File: src/rtl/ps2_host_tx.sv
`timescale 1ns/1ps
`default_nettype none
//============================================================================
// Module      : ps2_host_tx
// Description : Host-to-device PS/2 command transmitter. Inhibits the bus,
//               issues a request-to-send, shifts one command byte (LSB
//               first, odd parity, stop) on device-generated clock edges
//               and checks the device acknowledge. Pins are driven
//               open-drain through active-high pull-low enables.
// Ports       : clk           system clock (posedge)
//               clrn          asynchronous active-low reset
//               ps2_clk_in    sensed PS/2 clock pin (asynchronous)
//               ps2_data_in   sensed PS/2 data pin (asynchronous)
//               wrn           active-low write strobe
//               din[7:0]      command byte
//               ps2_clk_low   1 = pull ps2_clk low
//               ps2_data_low  1 = pull ps2_data low
//               busy          transaction in progress
//               done          one-clk end-of-transaction pulse
//               ack_err       device did not acknowledge (sticky)
//               timeout       transaction aborted by timeout (sticky)
// Revision    : 1.0 - initial release
//============================================================================
module ps2_host_tx #(
    parameter int INHIBIT_CYCLES = 5000,
    parameter int TIMEOUT_CYCLES = 750000
) (
    input  logic       clk,
    input  logic       clrn,
    input  logic       ps2_clk_in,
    input  logic       ps2_data_in,
    input  logic       wrn,
    input  logic [7:0] din,
    output logic       ps2_clk_low,
    output logic       ps2_data_low,
    output logic       busy,
    output logic       done,
    output logic       ack_err,
    output logic       timeout
);

    localparam int IW = $clog2(INHIBIT_CYCLES) + 1;
    localparam int TW = $clog2(TIMEOUT_CYCLES) + 1;

    localparam logic [IW-1:0] C_INH_LAST = IW'(INHIBIT_CYCLES - 1);
    localparam logic [TW-1:0] C_TMO_LAST = TW'(TIMEOUT_CYCLES - 1);

    typedef enum logic [2:0] {
        S_IDLE     = 3'd0,
        S_INHIBIT  = 3'd1,
        S_REQ      = 3'd2,
        S_SHIFT    = 3'd3,
        S_WAITIDLE = 3'd4
    } state_t;

    state_t          state_q, state_d;
    logic [IW-1:0]   icnt_q, icnt_d;
    logic [TW-1:0]   tcnt_q, tcnt_d;
    logic [3:0]      bitn_q, bitn_d;
    logic [7:0]      byte_q, byte_d;
    logic            par_q, par_d;
    logic            clk_low_q, clk_low_d;
    logic            data_low_q, data_low_d;
    logic            busy_q, busy_d;
    logic            done_q, done_d;
    logic            ack_err_q, ack_err_d;
    logic            timeout_q, timeout_d;
    logic [2:0]      clk_sync_q;
    logic [2:0]      dat_sync_q;

    logic w_fall;
    logic w_data_s;
    logic w_lines_idle;

    // Sync chains reset to 1 so releasing reset never looks like a falling edge.
    always_ff @(posedge clk or negedge clrn) begin
        if (!clrn) begin
            clk_sync_q <= 3'b111;
            dat_sync_q <= 3'b111;
        end else begin
            clk_sync_q <= {clk_sync_q[1:0], ps2_clk_in};
            dat_sync_q <= {dat_sync_q[1:0], ps2_data_in};
        end
    end

    assign w_fall       = clk_sync_q[2] & ~clk_sync_q[1];
    assign w_data_s     = dat_sync_q[1];
    // Bus counts as idle only once both lines read high on two consecutive samples.
    assign w_lines_idle = &{clk_sync_q[2:1], dat_sync_q[2:1]};

    always_ff @(posedge clk or negedge clrn) begin
        if (!clrn) begin
            state_q    <= S_IDLE;
            icnt_q     <= '0;
            tcnt_q     <= '0;
            bitn_q     <= '0;
            byte_q     <= '0;
            par_q      <= 1'b0;
            clk_low_q  <= 1'b0;
            data_low_q <= 1'b0;
            busy_q     <= 1'b0;
            done_q     <= 1'b0;
            ack_err_q  <= 1'b0;
            timeout_q  <= 1'b0;
        end else begin
            state_q    <= state_d;
            icnt_q     <= icnt_d;
            tcnt_q     <= tcnt_d;
            bitn_q     <= bitn_d;
            byte_q     <= byte_d;
            par_q      <= par_d;
            clk_low_q  <= clk_low_d;
            data_low_q <= data_low_d;
            busy_q     <= busy_d;
            done_q     <= done_d;
            ack_err_q  <= ack_err_d;
            timeout_q  <= timeout_d;
        end
    end

    always_comb begin
        state_d    = state_q;
        icnt_d     = icnt_q;
        tcnt_d     = tcnt_q;
        bitn_d     = bitn_q;
        byte_d     = byte_q;
        par_d      = par_q;
        clk_low_d  = clk_low_q;
        data_low_d = data_low_q;
        busy_d     = busy_q;
        done_d     = 1'b0;
        ack_err_d  = ack_err_q;
        timeout_d  = timeout_q;

        case (state_q)
            S_IDLE: begin
                clk_low_d  = 1'b0;
                data_low_d = 1'b0;
                // A write in the same cycle as the done pulse is not taken.
                if (!wrn && !done_q) begin
                    byte_d     = din;
                    par_d      = ~^din;
                    ack_err_d  = 1'b0;
                    timeout_d  = 1'b0;
                    busy_d     = 1'b1;
                    icnt_d     = '0;
                    clk_low_d  = 1'b1;
                    data_low_d = 1'b0;
                    state_d    = S_INHIBIT;
                end
            end

            S_INHIBIT: begin
                if (icnt_q == C_INH_LAST) begin
                    data_low_d = 1'b1;
                    state_d    = S_REQ;
                end else begin
                    icnt_d = icnt_q + 1'b1;
                end
            end

            S_REQ: begin
                // Release the clock with data held low: this is the start bit.
                clk_low_d  = 1'b0;
                data_low_d = 1'b1;
                tcnt_d     = '0;
                bitn_d     = '0;
                state_d    = S_SHIFT;
            end

            S_SHIFT: begin
                tcnt_d = tcnt_q + 1'b1;
                if (w_fall) begin
                    bitn_d = bitn_q + 4'd1;
                    if (bitn_q < 4'd8) begin
                        data_low_d = ~byte_q[bitn_q[2:0]];
                    end else if (bitn_q == 4'd8) begin
                        data_low_d = ~par_q;
                    end else if (bitn_q == 4'd9) begin
                        data_low_d = 1'b0;
                    end else begin
                        // Eleventh edge: device pulls data low to acknowledge.
                        ack_err_d  = w_data_s;
                        data_low_d = 1'b0;
                        state_d    = S_WAITIDLE;
                    end
                end
                if ((tcnt_q == C_TMO_LAST) && (state_d == S_SHIFT)) begin
                    clk_low_d  = 1'b0;
                    data_low_d = 1'b0;
                    timeout_d  = 1'b1;
                    done_d     = 1'b1;
                    busy_d     = 1'b0;
                    state_d    = S_IDLE;
                end
            end

            S_WAITIDLE: begin
                clk_low_d  = 1'b0;
                data_low_d = 1'b0;
                if (w_lines_idle) begin
                    done_d  = 1'b1;
                    busy_d  = 1'b0;
                    state_d = S_IDLE;
                end
            end

            default: begin
                clk_low_d  = 1'b0;
                data_low_d = 1'b0;
                state_d    = S_IDLE;
            end
        endcase
    end

    assign ps2_clk_low  = clk_low_q;
    assign ps2_data_low = data_low_q;
    assign busy         = busy_q;
    assign done         = done_q;
    assign ack_err      = ack_err_q;
    assign timeout      = timeout_q;

endmodule
`default_nettype wire

File: config.mk
export PLATFORM = sky130hd
export DESIGN_NAME = ps2_host_tx
export DESIGN_NICKNAME = d
export VERILOG_FILES = /design/src/rtl/ps2_host_tx.sv
export SDC_FILE = /design/constraint.sdc
export NUM_CORES = 1
export LEC_CHECK = 0
export BUFFER_PORTS_ARGS = -buffer_cell sky130_fd_sc_hd__clkbuf_2
export CORE_AREA = 2 2 88 90
export DETAILED_ROUTE_END_ITERATION = 10
export DIE_AREA = 0 0 90 92
export GPL_ROUTABILITY_DRIVEN = 0
export PLACE_DENSITY = 0.68
export SLEW_MARGIN = 25
export SYNTH_ARGS = -nofsm -noshare
export SYNTH_HDL_FRONTEND = slang
export SYNTH_SLANG_ARGS = --single-unit
File: constraint.sdc
create_clock -name clk -period 2.7 [get_ports clk]
set_input_delay 0.54 -clock clk [delete_from_list [all_inputs] [get_ports clk]]
set_output_delay 0.54 -clock clk [all_outputs]
set_load 0.1 [all_outputs]
==> metrics.txt <==
Mapped Cells 348; start point of the critical path tcnt_q[4]$_DFFE_PN0P_; share of cells above drive strength 1 15.5%; reg2reg setup slack 0.63 ns; x dimension of the die 90 um; initial drt markers 195; ANT nets after route 0; Vias 2529; hpwl dp 4.74 mm; setup TNS 0 ns; Fin. Hold Viols 0; Yosys Warn Count 0; post-CTS setup buffers 0; number of synthesized flops with an enable pin 0; # DRC 0; hold_buf cts 0; Initial Util 43.5%; CP endpoint kind register; Worst-Margin Slew 0.784 ns; Core Region 7450 um2; crit path capture ps2_data_low$_DFFE_PN0P_; minimum hold slack 0.284 ns; Max clock buf depth 2; die area 8280 um2; Max Clk Rate 0.483 GHz; Nets 388; Yosys cell types 51; CP arrival 2.29 ns; drt pass-1 iters 4; sequential area share after synthesis 48.9%; CP Launch Type register; critical path required time 2.92 ns; RSZ-0062 raised after global routing false; Worst Skew 0.00724 ns; DIE HEIGHT 92 um; area grow syn2layout 12.1%; Peak VDD IR 0.536 mV; Cell Pwr Density 889 nW/um2; row count 32; Clock Sinks 63; clock buffer count from CTS 9; worst reg2reg path depth 5; #FFs+latches synth 63; Top Ports 19; max_cap viols 0; Final Critical Period 2.07 ns; Main synth FF type dfrtp_1; most common cell after layout, fill and taps aside nand2_1; H-Tree Depth 3; WHS Path Cells 1; Fillers 718; GRT overflow 0; post-synthesis area per instance 9.30 um2; Placed Area 3430 um2; largest net degree at the start of global routing 64; reg-to-reg startpoint tcnt_q[4]$_DFFE_PN0P_; # diodes 0; Final Cell Area 3630 um2; gr usage total 18.3%; clock slew seen by the registers of the worst setup and hold paths 0.07 ns; routed vias/inst 5.30; fin cells 477; Max-slew headroom 47.7%; first-pass GRT wire length 12.1 mm; CTS tree yes; DRT Wirelength 6.85 mm; final setup fails 0; Critical Path Fanout Max 7; period utilization 76.8%; Wirelength per Cell 14.4 um; reg2reg end ps2_data_low$_DFFE_PN0P_; post-placement cell count 461; mapped cell area 3240 um2; outcome finished, final reports clean; CTS root buf clkbuf_8; Pleak 1.57 nW; syn_nets 366; total power draw 3.23 mW; Slew Limit Fails 0; Synth async-reset ratio 100%; CTS-repair resized insts 0; most frequent cells in the layout nand2_1, dfrtp_1, nor2_1; worst hold path type in -> reg; vias in the first global route 2489; clk_lat worst skew 0.34 ns; WS Path Type reg -> reg; I/O Buffers 18; number of antenna violations at the first check in global routing 0
## layout make-up
cell class                      count  area (um2)  share of cell area (%)
Clock buffer                        9         124                    3.41
Sequential cell                    63        1580                    43.6
Timing Repair Buffer               24         135                    3.72
Clock inverter                      7        72.6                    2.00
Tap cell                          102         128                    3.52
Inverter                           12        45.0                    1.24
Multi-Input combinational cell    260        1540                    42.5
## registers in the layout (all words and copies together) (netlist names), 3 cells and up
name and cells:
tcnt_q 21, icnt_q 14, byte_q 8, bitn_q 4
clk_sync_q 3, dat_sync_q 3, state_q 3
## report_power, final
group | leakage, nW | switching (mW) | internal [mW]
sequential | 0.813 | 0.222 | 1.14
combinational | 0.658 | 0.655 | 0.400
clock | 0.0956 | 0.384 | 0.427
total | 1.57 | 1.26 | 1.97
## cell usage after synthesis, types with 5 or more instances
master    count  share of area (%)
o22ai_1       6                1.2
a21oi_1      12                1.9
o21ai_0      19                2.9
nand4_1      12                2.3
xor2_1        7                1.9
dfstp_2       6                4.9
inv_1        12                1.4
xnor2_1      17                4.6
nand2_1      62                7.2
clkbuf_1      9                1.0
nor3_1        7                1.1
nor4_1        6                1.2
and3_1        6                1.2
o21ai_1       5               0.77
dfrtp_1      57                 44
nand3_1      14                2.2
ha_1          5                1.9
nor2_1       28                3.2
## routing by layer
| metal | global-route usage (%) | share of wire (%) | vias up |
|---|---|---|---|
| met3 | 4.19 | 5.0 | 8 |
| met4 | 5.64 | 0.91 | 0 |
| li1 | - | - | 1263 |
| met1 | 25.8 | 49 | 1204 |
| met5 | 0 | 0 | - |
| met2 | 28.1 | 45 | 54 |
## critical path, stage by stage (launching register included)
cell	delay, ns
dfrtp_1	0.44
or4_4	0.57
nor4_4	0.31
a31oi_1	0.15
and3_1	0.17
o32a_1	0.32
## cell families (layout without fill, tap and decap cells)
logic type / count (synthesis) / count (layout) / share of synthesized area [%]
AND/OR/NAND/NOR: 163 / 163 / 25.4
flip-flops: 63 / 63 / 48.9
AO/OA/AOI/OAI: 63 / 63 / 11.8
multiplexers: 5 / 5 / 1.93
buffers and inverters: 25 / 52 / 3.44
adder cells (fa/ha/maj): 5 / 5 / 1.93
XOR/XNOR: 24 / 24 / 6.49
## through the flow
stage | worst slack, ns | utilization [%]
2_1_floorplan | 0.523 | -
3_3_place_gp | 0.665 | 46.1
3_5_place_dp | 0.640 | 46.1
4_1_cts | 0.624 | 48.7
5_1_grt | 0.514 | 48.7
6_report | 0.627 | 48.7
## worst min path at each step
stage                                  startpoint                      end  slack [ns]
after CTS                              ps2_clk_in  clk_sync_q[0]$_DFF_PN1_        0.27
after global routing                  ps2_data_in  dat_sync_q[0]$_DFF_PN1_        0.26
final                                 ps2_data_in  dat_sync_q[0]$_DFF_PN1_        0.28
after global placement    dat_sync_q[0]$_DFF_PN1_  dat_sync_q[1]$_DFF_PN1_        0.35
after floorplan                              clrn      ack_err$_DFFE_PN0P_        0.24
after detailed placement  clk_sync_q[0]$_DFF_PN1_  clk_sync_q[1]$_DFF_PN1_        0.35
(Power assumes the default switching activity.)
